<file path="src/rtl/bcd_sseg_scan4_if.sv">
// Display-side signal bundle for bcd_sseg_scan4: BCD word and controls in,
// multiplexed segment/anode drive and frame strobe out.
interface bcd_sseg_scan4_if;
    logic [15:0] d;
    logic [3:0]  dp_in;
    logic        en;
    logic        lzb;
    logic        blink;
    logic [6:0]  seg;
    logic        dp;
    logic [3:0]  an;
    logic        frame;

    modport master (
        output d, dp_in, en, lzb, blink,
        input  seg, dp, an, frame
    );

    modport slave (
        input  d, dp_in, en, lzb, blink,
        output seg, dp, an, frame
    );
endinterface

</file>
<file path="src/rtl/bcd_sseg_scan4.sv">
// Four-digit multiplexed seven-segment driver (active-low) with leading-zero
// blanking, invalid-digit dash, whole-display blink and per-frame BCD sampling.
module bcd_sseg_scan4 #(
    parameter int unsigned REFRESH_DIV = 100000,
    parameter int unsigned BLINK_TICKS = 250
) (
    input logic              clk,
    input logic              clr,
    bcd_sseg_scan4_if.slave  bus
);
    localparam int unsigned PW = $clog2(REFRESH_DIV);
    localparam int unsigned BW = (BLINK_TICKS > 1) ? $clog2(BLINK_TICKS) : 1;

    logic [PW-1:0] r_presc;
    logic [1:0]    r_idx;
    logic [15:0]   r_shadow;
    logic [3:0]    r_shadow_dp;
    logic [BW-1:0] r_bcnt;
    logic          r_phase;
    logic [3:0]    r_an;
    logic [6:0]    r_seg;
    logic          r_dp;
    logic          r_frame;

    logic          w_tick;
    logic          w_wrap;
    logic [1:0]    w_idx_nxt;
    logic [15:0]   w_word;
    logic [3:0]    w_dps;
    logic [3:0]    w_digit;
    logic [3:0]    w_blank;
    logic          w_bwrap;
    logic          w_phase_nxt;
    logic          w_dark;

    function automatic logic [6:0] seg_decode(input logic [3:0] v);
        logic [6:0] s;
        case (v)
            4'd0:    s = 7'b0000001;
            4'd1:    s = 7'b1001111;
            4'd2:    s = 7'b0010010;
            4'd3:    s = 7'b0000110;
            4'd4:    s = 7'b1001100;
            4'd5:    s = 7'b0100100;
            4'd6:    s = 7'b0100000;
            4'd7:    s = 7'b0001111;
            4'd8:    s = 7'b0000000;
            4'd9:    s = 7'b0000100;
            default: s = 7'b1111110;
        endcase
        return s;
    endfunction

    always_comb begin
        w_tick      = (r_presc == PW'(REFRESH_DIV - 1));
        w_wrap      = w_tick && (r_idx == 2'd3);
        w_idx_nxt   = r_idx + 2'd1;
        // The frame's first slot must show the word being loaded on this same edge.
        w_word      = w_wrap ? bus.d : r_shadow;
        w_dps       = w_wrap ? bus.dp_in : r_shadow_dp;
        w_digit     = w_word[{w_idx_nxt, 2'b00} +: 4];
        w_blank[3]  = bus.lzb && (w_word[15:12] == 4'd0);
        w_blank[2]  = w_blank[3] && (w_word[11:8] == 4'd0);
        w_blank[1]  = w_blank[2] && (w_word[7:4] == 4'd0);
        w_blank[0]  = 1'b0;
        w_bwrap     = (r_bcnt == BW'(BLINK_TICKS - 1));
        w_phase_nxt = w_bwrap ? ~r_phase : r_phase;
        w_dark      = !bus.en || (bus.blink && w_phase_nxt) || w_blank[w_idx_nxt];
    end

    always_ff @(posedge clk or posedge clr) begin
        if (clr) begin
            r_presc     <= '0;
            r_idx       <= 2'd3;
            r_shadow    <= 16'h0000;
            r_shadow_dp <= 4'h0;
            r_bcnt      <= '0;
            r_phase     <= 1'b0;
            r_an        <= 4'b1111;
            r_seg       <= 7'b1111111;
            r_dp        <= 1'b1;
            r_frame     <= 1'b0;
        end else begin
            r_presc <= w_tick ? '0 : r_presc + 1'b1;
            r_frame <= w_wrap;
            if (w_tick) begin
                r_idx   <= w_idx_nxt;
                r_bcnt  <= w_bwrap ? '0 : r_bcnt + 1'b1;
                r_phase <= w_phase_nxt;
                if (w_wrap) begin
                    r_shadow    <= bus.d;
                    r_shadow_dp <= bus.dp_in;
                end
                if (w_dark) begin
                    r_an  <= 4'b1111;
                    r_seg <= 7'b1111111;
                    r_dp  <= 1'b1;
                end else begin
                    r_an  <= ~(4'b0001 << w_idx_nxt);
                    r_seg <= seg_decode(w_digit);
                    r_dp  <= ~w_dps[w_idx_nxt];
                end
            end
        end
    end

    assign bus.an    = r_an;
    assign bus.seg   = r_seg;
    assign bus.dp    = r_dp;
    assign bus.frame = r_frame;
endmodule

</file>
<file path="src/flat_wrapper.sv">
// flat-port wrapper written by rule: the top's interface ports become plain ports
module bcd_sseg_scan4_flat 
#(
    parameter int unsigned REFRESH_DIV = 100000,
    parameter int unsigned BLINK_TICKS = 250
)
  (clk, clr, bus_d, bus_dp_in, bus_en, bus_lzb, bus_blink, bus_seg, bus_dp, bus_an, bus_frame);
  bcd_sseg_scan4_if bus_i ();
  input logic clk;
  input logic clr;
  input wire logic [$bits(bus_i.d)-1:0] bus_d;
  input wire logic [$bits(bus_i.dp_in)-1:0] bus_dp_in;
  input wire logic [$bits(bus_i.en)-1:0] bus_en;
  input wire logic [$bits(bus_i.lzb)-1:0] bus_lzb;
  input wire logic [$bits(bus_i.blink)-1:0] bus_blink;
  output wire logic [$bits(bus_i.seg)-1:0] bus_seg;
  output wire logic [$bits(bus_i.dp)-1:0] bus_dp;
  output wire logic [$bits(bus_i.an)-1:0] bus_an;
  output wire logic [$bits(bus_i.frame)-1:0] bus_frame;
  assign bus_i.d = bus_d;
  assign bus_i.dp_in = bus_dp_in;
  assign bus_i.en = bus_en;
  assign bus_i.lzb = bus_lzb;
  assign bus_i.blink = bus_blink;
  assign bus_seg = bus_i.seg;
  assign bus_dp = bus_i.dp;
  assign bus_an = bus_i.an;
  assign bus_frame = bus_i.frame;
  bcd_sseg_scan4 #(.REFRESH_DIV(REFRESH_DIV), .BLINK_TICKS(BLINK_TICKS)) u_core (.clk(clk), .clr(clr), .bus(bus_i));
endmodule
</file>
<file path="config.mk">
export PLATFORM = sky130hd
export DESIGN_NAME = bcd_sseg_scan4_flat
export DESIGN_NICKNAME = d
export VERILOG_FILES = /design/src/rtl/bcd_sseg_scan4_if.sv /design/src/rtl/bcd_sseg_scan4.sv /design/src/flat_wrapper.sv
export SDC_FILE = /design/constraint.sdc
export NUM_CORES = 1
export LEC_CHECK = 0
export ABC_AREA = 1
export CAP_MARGIN = 0
export CORE_MARGIN = 4
export CORE_UTILIZATION = 50
export DETAILED_ROUTE_END_ITERATION = 8
export PLACE_DENSITY = 0.76
export SLEW_MARGIN = 30
export SYNTH_ARGS = -nofsm -noshare
export SYNTH_HDL_FRONTEND = slang
export SYNTH_SLANG_ARGS = --single-unit
</file>
<file path="constraint.sdc">
create_clock -name clk -period 2.39 [get_ports clk]
set_input_delay 0.478 -clock clk [delete_from_list [all_inputs] [get_ports clk]]
set_output_delay 0.478 -clock clk [all_outputs]
set_load 0.05 [all_outputs]
</file>
# Yosys cells after proc, flatten, opt, wreduce, memory -nomap -nowiden
# Memories as Yosys holds them, arrays and structs flattened.
# Cells that the tools add are included.
[word_totals] regBits=61 latchBits=0 ramBits=0 rom_bits=112 inputBits=25 out_inout_bits=13 wordCells=46 n_memories=1
[op_classes] add_sub_neg=3 multipliers=0 div=0 order_cmp=1 n_eq_ne=3 n_shift=2 muxes=12 bitwise_logic=3 reduce_logical=11
[memory_table] name="(no name shown)" words=16 width=7 read_ports=1 rd_ports_with_merged_regs=0 write_ports=0 line_no="bcd_sseg_scan4.sv:38" rtl="case (v)"
[ops] operator="adder 17 x 1 -> 17 bit, second input constant" count=1
[ops] operator="== test 17 bit, second input constant" count=1
[ops] operator="two-way mux 17 bit" count=1
[ops] operator="two-way mux 16 bit" count=1
[ops] operator="indexed part select 16 x 5 -> 4 bit" count=1
[ops] operator="logical NOT 4 bit" count=3
[ops] operator="adder 8 x 1 -> 8 bit, second input constant" count=1
[ops] operator="== test 8 bit, second input constant" count=1
[ops] operator="two-way mux 4 bit" count=2
[ops] operator="two-way mux 8 bit" count=1
[ops] operator="two-way mux 7 bit" count=1
[ops] operator="logical AND 1 bit" count=5
[ops] operator="binary-select mux 1 bit (select 2 bit)" count=2
[ops] operator="two-way mux 1 bit" count=4
[ops] operator="NOT 4 bit" count=1
[ops] operator="<< shifter 1 x 2 -> 4 bit, first input constant" count=1
[ops] operator="< comparator 2 x 3 -> 1 bit, second input constant" count=1
[ops] operator="adder 2 x 1 -> 2 bit, second input constant" count=1
[ops] operator="== test 2 bit, second input constant" count=1
[ops] operator="logical OR 1 bit" count=2
[ops] operator="NOT 1 bit" count=2
[ops] operator="logical NOT 1 bit" count=1

# Longest topological paths before layout
[logic_depth] depth_word=11 mapped_depth=20 mapped_depth_nobuf=20

# Worst setup path before layout
# No wires, ideal clock.
[synth_path] path_kind="register to register" startpoint="register u_core.r_idx[0]" endpoint="register u_core.r_seg[5], in the netlist u_core.bus.seg[5]" setup_time_ns=0.072 arrival_ns=2.535 required_ns=2.318 setup_slack_ns=-0.217 path_stages_with_launch=15 n_path_buf=0 synth_period_minus_slack_ns=2.607 cell_sequence="dfstp_2 > clkinv_1 > ha_1 > inv_1 > nor2_1 > inv_1 > o21ai_1 > inv_1 > nand2_1 > inv_1 > ha_1 > a21oi_1 > nand4_1 > nand2_1 > inv_1"
[synth_between] word_cells_on_any_way=16 cone_classes="1 x add/sub; 1 x eq/ne; 1 x shift; 4 x mux; 8 x reduce/logical; 1 x memory"
[synth_lines] element="start: declaration" line_no="bcd_sseg_scan4.sv:15" rtl="logic [1:0] r_idx;"
[synth_lines] element="start signal: assignment" line_no="bcd_sseg_scan4.sv:87" rtl="r_idx <= w_idx_nxt;"
[synth_lines] element="adder 2 x 1 -> 2 bit (*)" line_no="bcd_sseg_scan4.sv:57" rtl="w_idx_nxt = r_idx + 2'd1;"
[synth_lines] element="net u_core.w_idx_nxt[0]" line_no="bcd_sseg_scan4.sv:27" rtl="logic [1:0] w_idx_nxt;"
[synth_lines] element="branches (longest 3 deep; another with memory read (16 x 7 bit))"
[synth_lines] element="two-way mux 7 bit (*)" line_no="bcd_sseg_scan4.sv:94" rtl="if (w_dark) begin"
[synth_lines] element="end signal: assignment" line_no="bcd_sseg_scan4.sv:100" rtl="r_seg <= seg_decode(w_digit);"
[synth_lines] element="end: declaration" line_no="bcd_sseg_scan4.sv:21" rtl="logic [6:0] r_seg;"
# Mark *: on every way through the listed nets, which the timed path passes. The select of a mux whose other input is x is not followed.
# A chain may end at the register's enable or synchronous reset.

# Worst setup path after layout
[layout_path] startpoint="register u_core.r_presc[11]" endpoint="register u_core.r_seg[1], in the netlist u_core.bus.seg[1]"
[layout_between] elab_chain_cells=11 word_cells_on_any_way=15 cone_classes="1 x eq/ne; 1 x shift; 4 x mux; 8 x reduce/logical; 1 x memory"
[layout_rtl] element="start: declaration" line_no="bcd_sseg_scan4.sv:14" rtl="logic [PW-1:0] r_presc;"
[layout_rtl] element="start signal: assignment" line_no="bcd_sseg_scan4.sv:84" rtl="r_presc <= w_tick ? '0 : r_presc + 1'b1;"
[layout_rtl] element="== test 17 bit (*)" line_no="bcd_sseg_scan4.sv:55" rtl="w_tick = (r_presc == PW'(REFRESH_DIV - 1));"
[layout_rtl] element="branches (longest 10 deep; another with memory read (16 x 7 bit))"
# Every way passes the cells marked *. The select of a mux whose other input is x is not followed.

==> run_summary.xml <==
<?xml version="1.0" encoding="UTF-8"?>
<metrics>
  <group name="outcome">
    <metric name="run_status" unit="">complete, but fails checks</metric>
    <metric name="violations" unit="">negative setup slack</metric>
  </group>
  <group name="floorplan">
    <metric name="placementRows" unit="">30</metric>
    <metric name="dieHeight" unit="microns">91.2</metric>
    <metric name="initial_utilization" unit="%">51.2</metric>
    <metric name="i_o_pins" unit="">38</metric>
    <metric name="design.core.area" unit="sq mm">0.00676</metric>
    <metric name="dieArea" unit="sq mm">0.00831</metric>
    <metric name="die-width" unit="microns">91.2</metric>
  </group>
  <group name="global_route">
    <metric name="grt_first_pass_wirelength" unit="microns">14200</metric>
    <metric name="first_global_vias" unit="">3174</metric>
    <metric name="global_routing_usage_summed_across_all_routing_layers" unit="%">21.1</metric>
    <metric name="overflow" unit="">0</metric>
    <metric name="antenna_found_initial" unit="">0</metric>
    <metric name="largest_net_degree_at_the_start_of_global_routing" unit="">62</metric>
  </group>
  <group name="min_path">
    <metric name="hold_class" unit="">reg2reg</metric>
    <metric name="hold-path-cell-count" unit="">2</metric>
    <metric name="hp-start" unit="">u_core.bus.seg[3]</metric>
    <metric name="timing.hold.worst_endpoint" unit="">u_core.bus.seg[3]</metric>
  </group>
  <group name="cells_and_area">
    <metric name="fin_nets" unit="">575</metric>
    <metric name="antenna_cells" unit="">0</metric>
    <metric name="layout-area-overhead-vs-synth" unit="%">38.6</metric>
    <metric name="n_fill_cell" unit="">481</metric>
    <metric name="post-route-util" unit="%">70.9</metric>
    <metric name="layout_cells_excl_fill" unit="">622</metric>
    <metric name="proportion_of_layout_cells_with_a_drive_suffix_above_1" unit="%">30.1</metric>
  </group>
  <group name="synth">
    <metric name="synth-simple-area-share" unit="%">31.6</metric>
    <metric name="post_synth.cell_area_avg" unit="sq um">7.83</metric>
    <metric name="number_of_enable_flip_flop_cells_after_synthesis" unit="">0</metric>
    <metric name="synth.area.mux_share" unit="%">0</metric>
    <metric name="synthesis.instances" unit="">442</metric>
    <metric name="syn-num-nets" unit="">480</metric>
    <metric name="post_synthesis_xor_xnor_area_fraction" unit="%">1.01</metric>
    <metric name="synth.ff_latch_count" unit="">61</metric>
    <metric name="synth_fa_ha_area_share" unit="%">4.70</metric>
    <metric name="yosysUniqueCellTypes" unit="">38</metric>
    <metric name="synth_top_family_by_area" unit="">simple AND/OR/NAND/NOR gates</metric>
    <metric name="synth.yosys.seq_area_share" unit="%">44.6</metric>
    <metric name="ys_warn_count" unit="">0</metric>
    <metric name="synth-main-ff-cell" unit="">dfrtp_1</metric>
    <metric name="ys_async_sr_fraction" unit="%">100</metric>
    <metric name="syn_area" unit="sq mm">0.00346</metric>
    <metric name="synth_compound_gate_area_share" unit="%">8.10</metric>
  </group>
  <group name="placement">
    <metric name="port_buffers" unit="">37</metric>
    <metric name="post-dp-hpwl" unit="microns">5950</metric>
    <metric name="place.gp.congestion" unit="">0.933</metric>
    <metric name="post-place-cells" unit="">586</metric>
  </group>
  <group name="clock_tree">
    <metric name="ctsHoldBuffers" unit="">0</metric>
    <metric name="clk_pin_slew_worst_paths" unit="ns">0.07</metric>
    <metric name="number_of_clock_sinks" unit="">61</metric>
    <metric name="clk-insertion-delay-late" unit="ns">0.34</metric>
    <metric name="clock_tree_from_tritoncts" unit="">done</metric>
    <metric name="cts_made_buffers" unit="">9</metric>
    <metric name="clock_h_tree_levels" unit="">3</metric>
    <metric name="clock_path_buffers" unit="">2</metric>
    <metric name="cts-root-buf" unit="">clkbuf_8</metric>
  </group>
  <group name="timing">
    <metric name="setup_tns" unit="ns">-0.0361</metric>
    <metric name="setup_viol" unit="">1</metric>
    <metric name="final.period_utilization" unit="%">102</metric>
    <metric name="clock_skew" unit="ns">0.00924</metric>
    <metric name="unrepaired_setup_endpoints_after_global_routing" unit="">true</metric>
    <metric name="timing.final.crit_period" unit="ns">2.43</metric>
    <metric name="slew_headroom" unit="%">65.2</metric>
    <metric name="tightest_slew" unit="ns">0.520</metric>
    <metric name="final-max-slew-violation-count" unit="">0</metric>
    <metric name="final.setup.worst_slack" unit="ns">-0.0361</metric>
    <metric name="timing_hold_violations_final" unit="">0</metric>
    <metric name="finalHoldWorstSlack" unit="ns">0.471</metric>
    <metric name="max_freq" unit="GHz">0.412</metric>
  </group>
  <group name="critical_path">
    <metric name="critical_path_required" unit="ns">2.67</metric>
    <metric name="worst_r2r_startpoint" unit="">u_core.r_presc[11]</metric>
    <metric name="r2r_slack" unit="ns">-0.04</metric>
    <metric name="worst_setup_path_start_kind" unit="">flip-flop</metric>
    <metric name="regToRegEndpoint" unit="">u_core.bus.seg[1]</metric>
    <metric name="timing_worst_setup_path_type" unit="">reg2reg</metric>
    <metric name="worst_ep_arrival_time" unit="ns">2.70</metric>
    <metric name="r2r.worst_path.cells" unit="">18</metric>
    <metric name="worstPathMaxFanout" unit="">5</metric>
    <metric name="worst_setup_path_end_kind" unit="">flip-flop</metric>
  </group>
  <group name="job">
    <metric name="max_cap_viol_count" unit="">0</metric>
  </group>
  <group name="power_and_ir_drop">
    <metric name="design_power_total" unit="mW">2.30</metric>
    <metric name="powerDensity" unit="mW/mm^2">480</metric>
    <metric name="max-vdd-ir-drop" unit="mV">0.231</metric>
    <metric name="static-leakage-power" unit="nW">2.34</metric>
  </group>
  <group name="routing">
    <metric name="drt-vias-per-instance" unit="">5.45</metric>
    <metric name="drt-total-wl" unit="microns">9230</metric>
    <metric name="remaining_drc_errors" unit="">0</metric>
    <metric name="drt_initial_violations" unit="">165</metric>
    <metric name="num_vias" unit="">3387</metric>
    <metric name="detailed_router_iteration_count_before_antenna_repair" unit="">4</metric>
    <metric name="ant_nets" unit="">0</metric>
    <metric name="detail_route.wl_per_cell" unit="microns">14.8</metric>
  </group>
</metrics>
==> placed cells by master (no fill, tap or decap), types with 3 or more instances in the layout <==
cell,count
dfstp_2,14
inv_2,21
buf_4,47
ha_4,3
nand4_1,21
a21oi_1,12
a211oi_1,4
o21ai_1,5
nand3_2,8
nand3_1,22
clkbuf_8,12
o21ai_0,9
nor2_2,4
buf_6,3
dfrtp_1,47
nand2_2,23
o22ai_1,6
buf_12,3
nor2_1,34
clkdlybuf4s50_1,37
nand3_4,6
bufinv_16,3
ha_1,8
nor3_1,5
nand2_1,98
xor2_1,4
inv_1,55
==> cell type report <==
cell class              instances  area [sq um]  share of cell area [%]
clock inverters                 3          90.1                    1.88
flip-flops and latches         61          1540                    32.2
multi-input cells             295          1760                    36.8
clock buffers                  13           169                    3.52
inverters                      80           310                    6.47
well taps                      80           100                    2.09
repair buffers                 90           817                    17.0
==> kinds of logic (layout without fill, tap and decap cells) <==
group	count (synthesis)	count (layout)
buffers and inverters	88	186
adders and majority gates	13	13
DFF	61	61
AOI/OAI and AO/OA	47	47
xor gates and xnor gates	4	4
and+or+nand+nor	229	231
==> flip-flops by register name, indices dropped and copies added, names as in the netlist <==
name                flops
u_core.r_bcnt           8
u_core.r_idx            2
u_core.r_shadow_dp      4
u_core.bus.frame        1
u_core.r_shadow        16
u_core.bus.an           4
u_core.r_presc         17
u_core.bus.seg          7
u_core.r_phase          1
u_core.bus.dp           1
==> per-stage QoR <==
step / instance area (sq um) / worst slack, ns
finish: 4790 / -0.0361
global route: 4790 / -0.227
CTS: 4470 / 0.00201
detailed placement: 4180 / -0.0301
global placement: 4180 / 0.0488
floorplan: 3470 / 0.00124
==> synthesized netlist by cell type, types with 6 or more instances <==
cell / n / area share [%]
nand2_1: 113 / 12
inv_1: 61 / 6.6
dfrtp_1: 47 / 34
nor2_1: 35 / 3.8
nand3_1: 30 / 4.3
nand4_1: 21 / 3.8
inv_2: 17 / 1.8
dfstp_2: 14 / 11
ha_1: 13 / 4.7
a21oi_1: 12 / 1.7
o21ai_0: 9 / 1.3
nand2_2: 8 / 1.4
o21ai_1: 7 / 1.0
o22ai_1: 6 / 1.1
==> worst max path at each step <==
stage / startpoint / to / slack (ns)
floorplan: u_core.r_idx[0] / u_core.bus.seg[5] / 0.001
global placement: u_core.r_idx[0] / u_core.bus.seg[2] / 0.05
detailed placement: u_core.r_idx[0] / u_core.bus.seg[1] / -0.03
CTS: u_core.r_presc[4] / u_core.bus.seg[6] / 0.002
global route: u_core.r_presc[11] / u_core.bus.seg[1] / -0.23
finish: u_core.r_presc[11] / u_core.bus.seg[1] / -0.04
==> per-layer routing <==
layer  global-route usage, %  up-vias  wire length [microns]
met5                       0        -                      0
met3                    3.31       34                    473
met2                    36.4      121                   4740
met4                    9.80        0                    305
li1                        -     1610                      -
met1                    25.9     1622                   3710
==> power breakdown <==
part           switching, mW  leakage, nW  internal [mW]  total [mW]
logic                 0.0353         1.50         0.0405      0.0758
clock network          0.413        0.130          0.779        1.19
registers                  0        0.710           1.03        1.03
total                  0.448         2.34           1.85        2.30
==> worst max-delay path: stages, from the launching register on <==
cell and delay (ns):
dfrtp_1 0.42, inv_2 0.08, nand2_1 0.05, nor2_1 0.10
nand2_1 0.09, nor2_4 0.20, nand3_4 0.14, nand2_2 0.10
nand2_2 0.07, o211ai_1 0.26, nand2_2 0.14, buf_6 0.14
ha_4 0.14, inv_2 0.04, nand2_2 0.06, nand3_2 0.06
nand2_1 0.05, o21ai_1 0.14, nand2_1 0.07
==> what timing repair did <==
item,CTS,global route
cloned,0,2
pin swaps,0,31
setup buffers,2,16
setup endpoints to repair,5,7
resized for setup,4,44
Note: power is estimated with default switching activity, not from simulation.
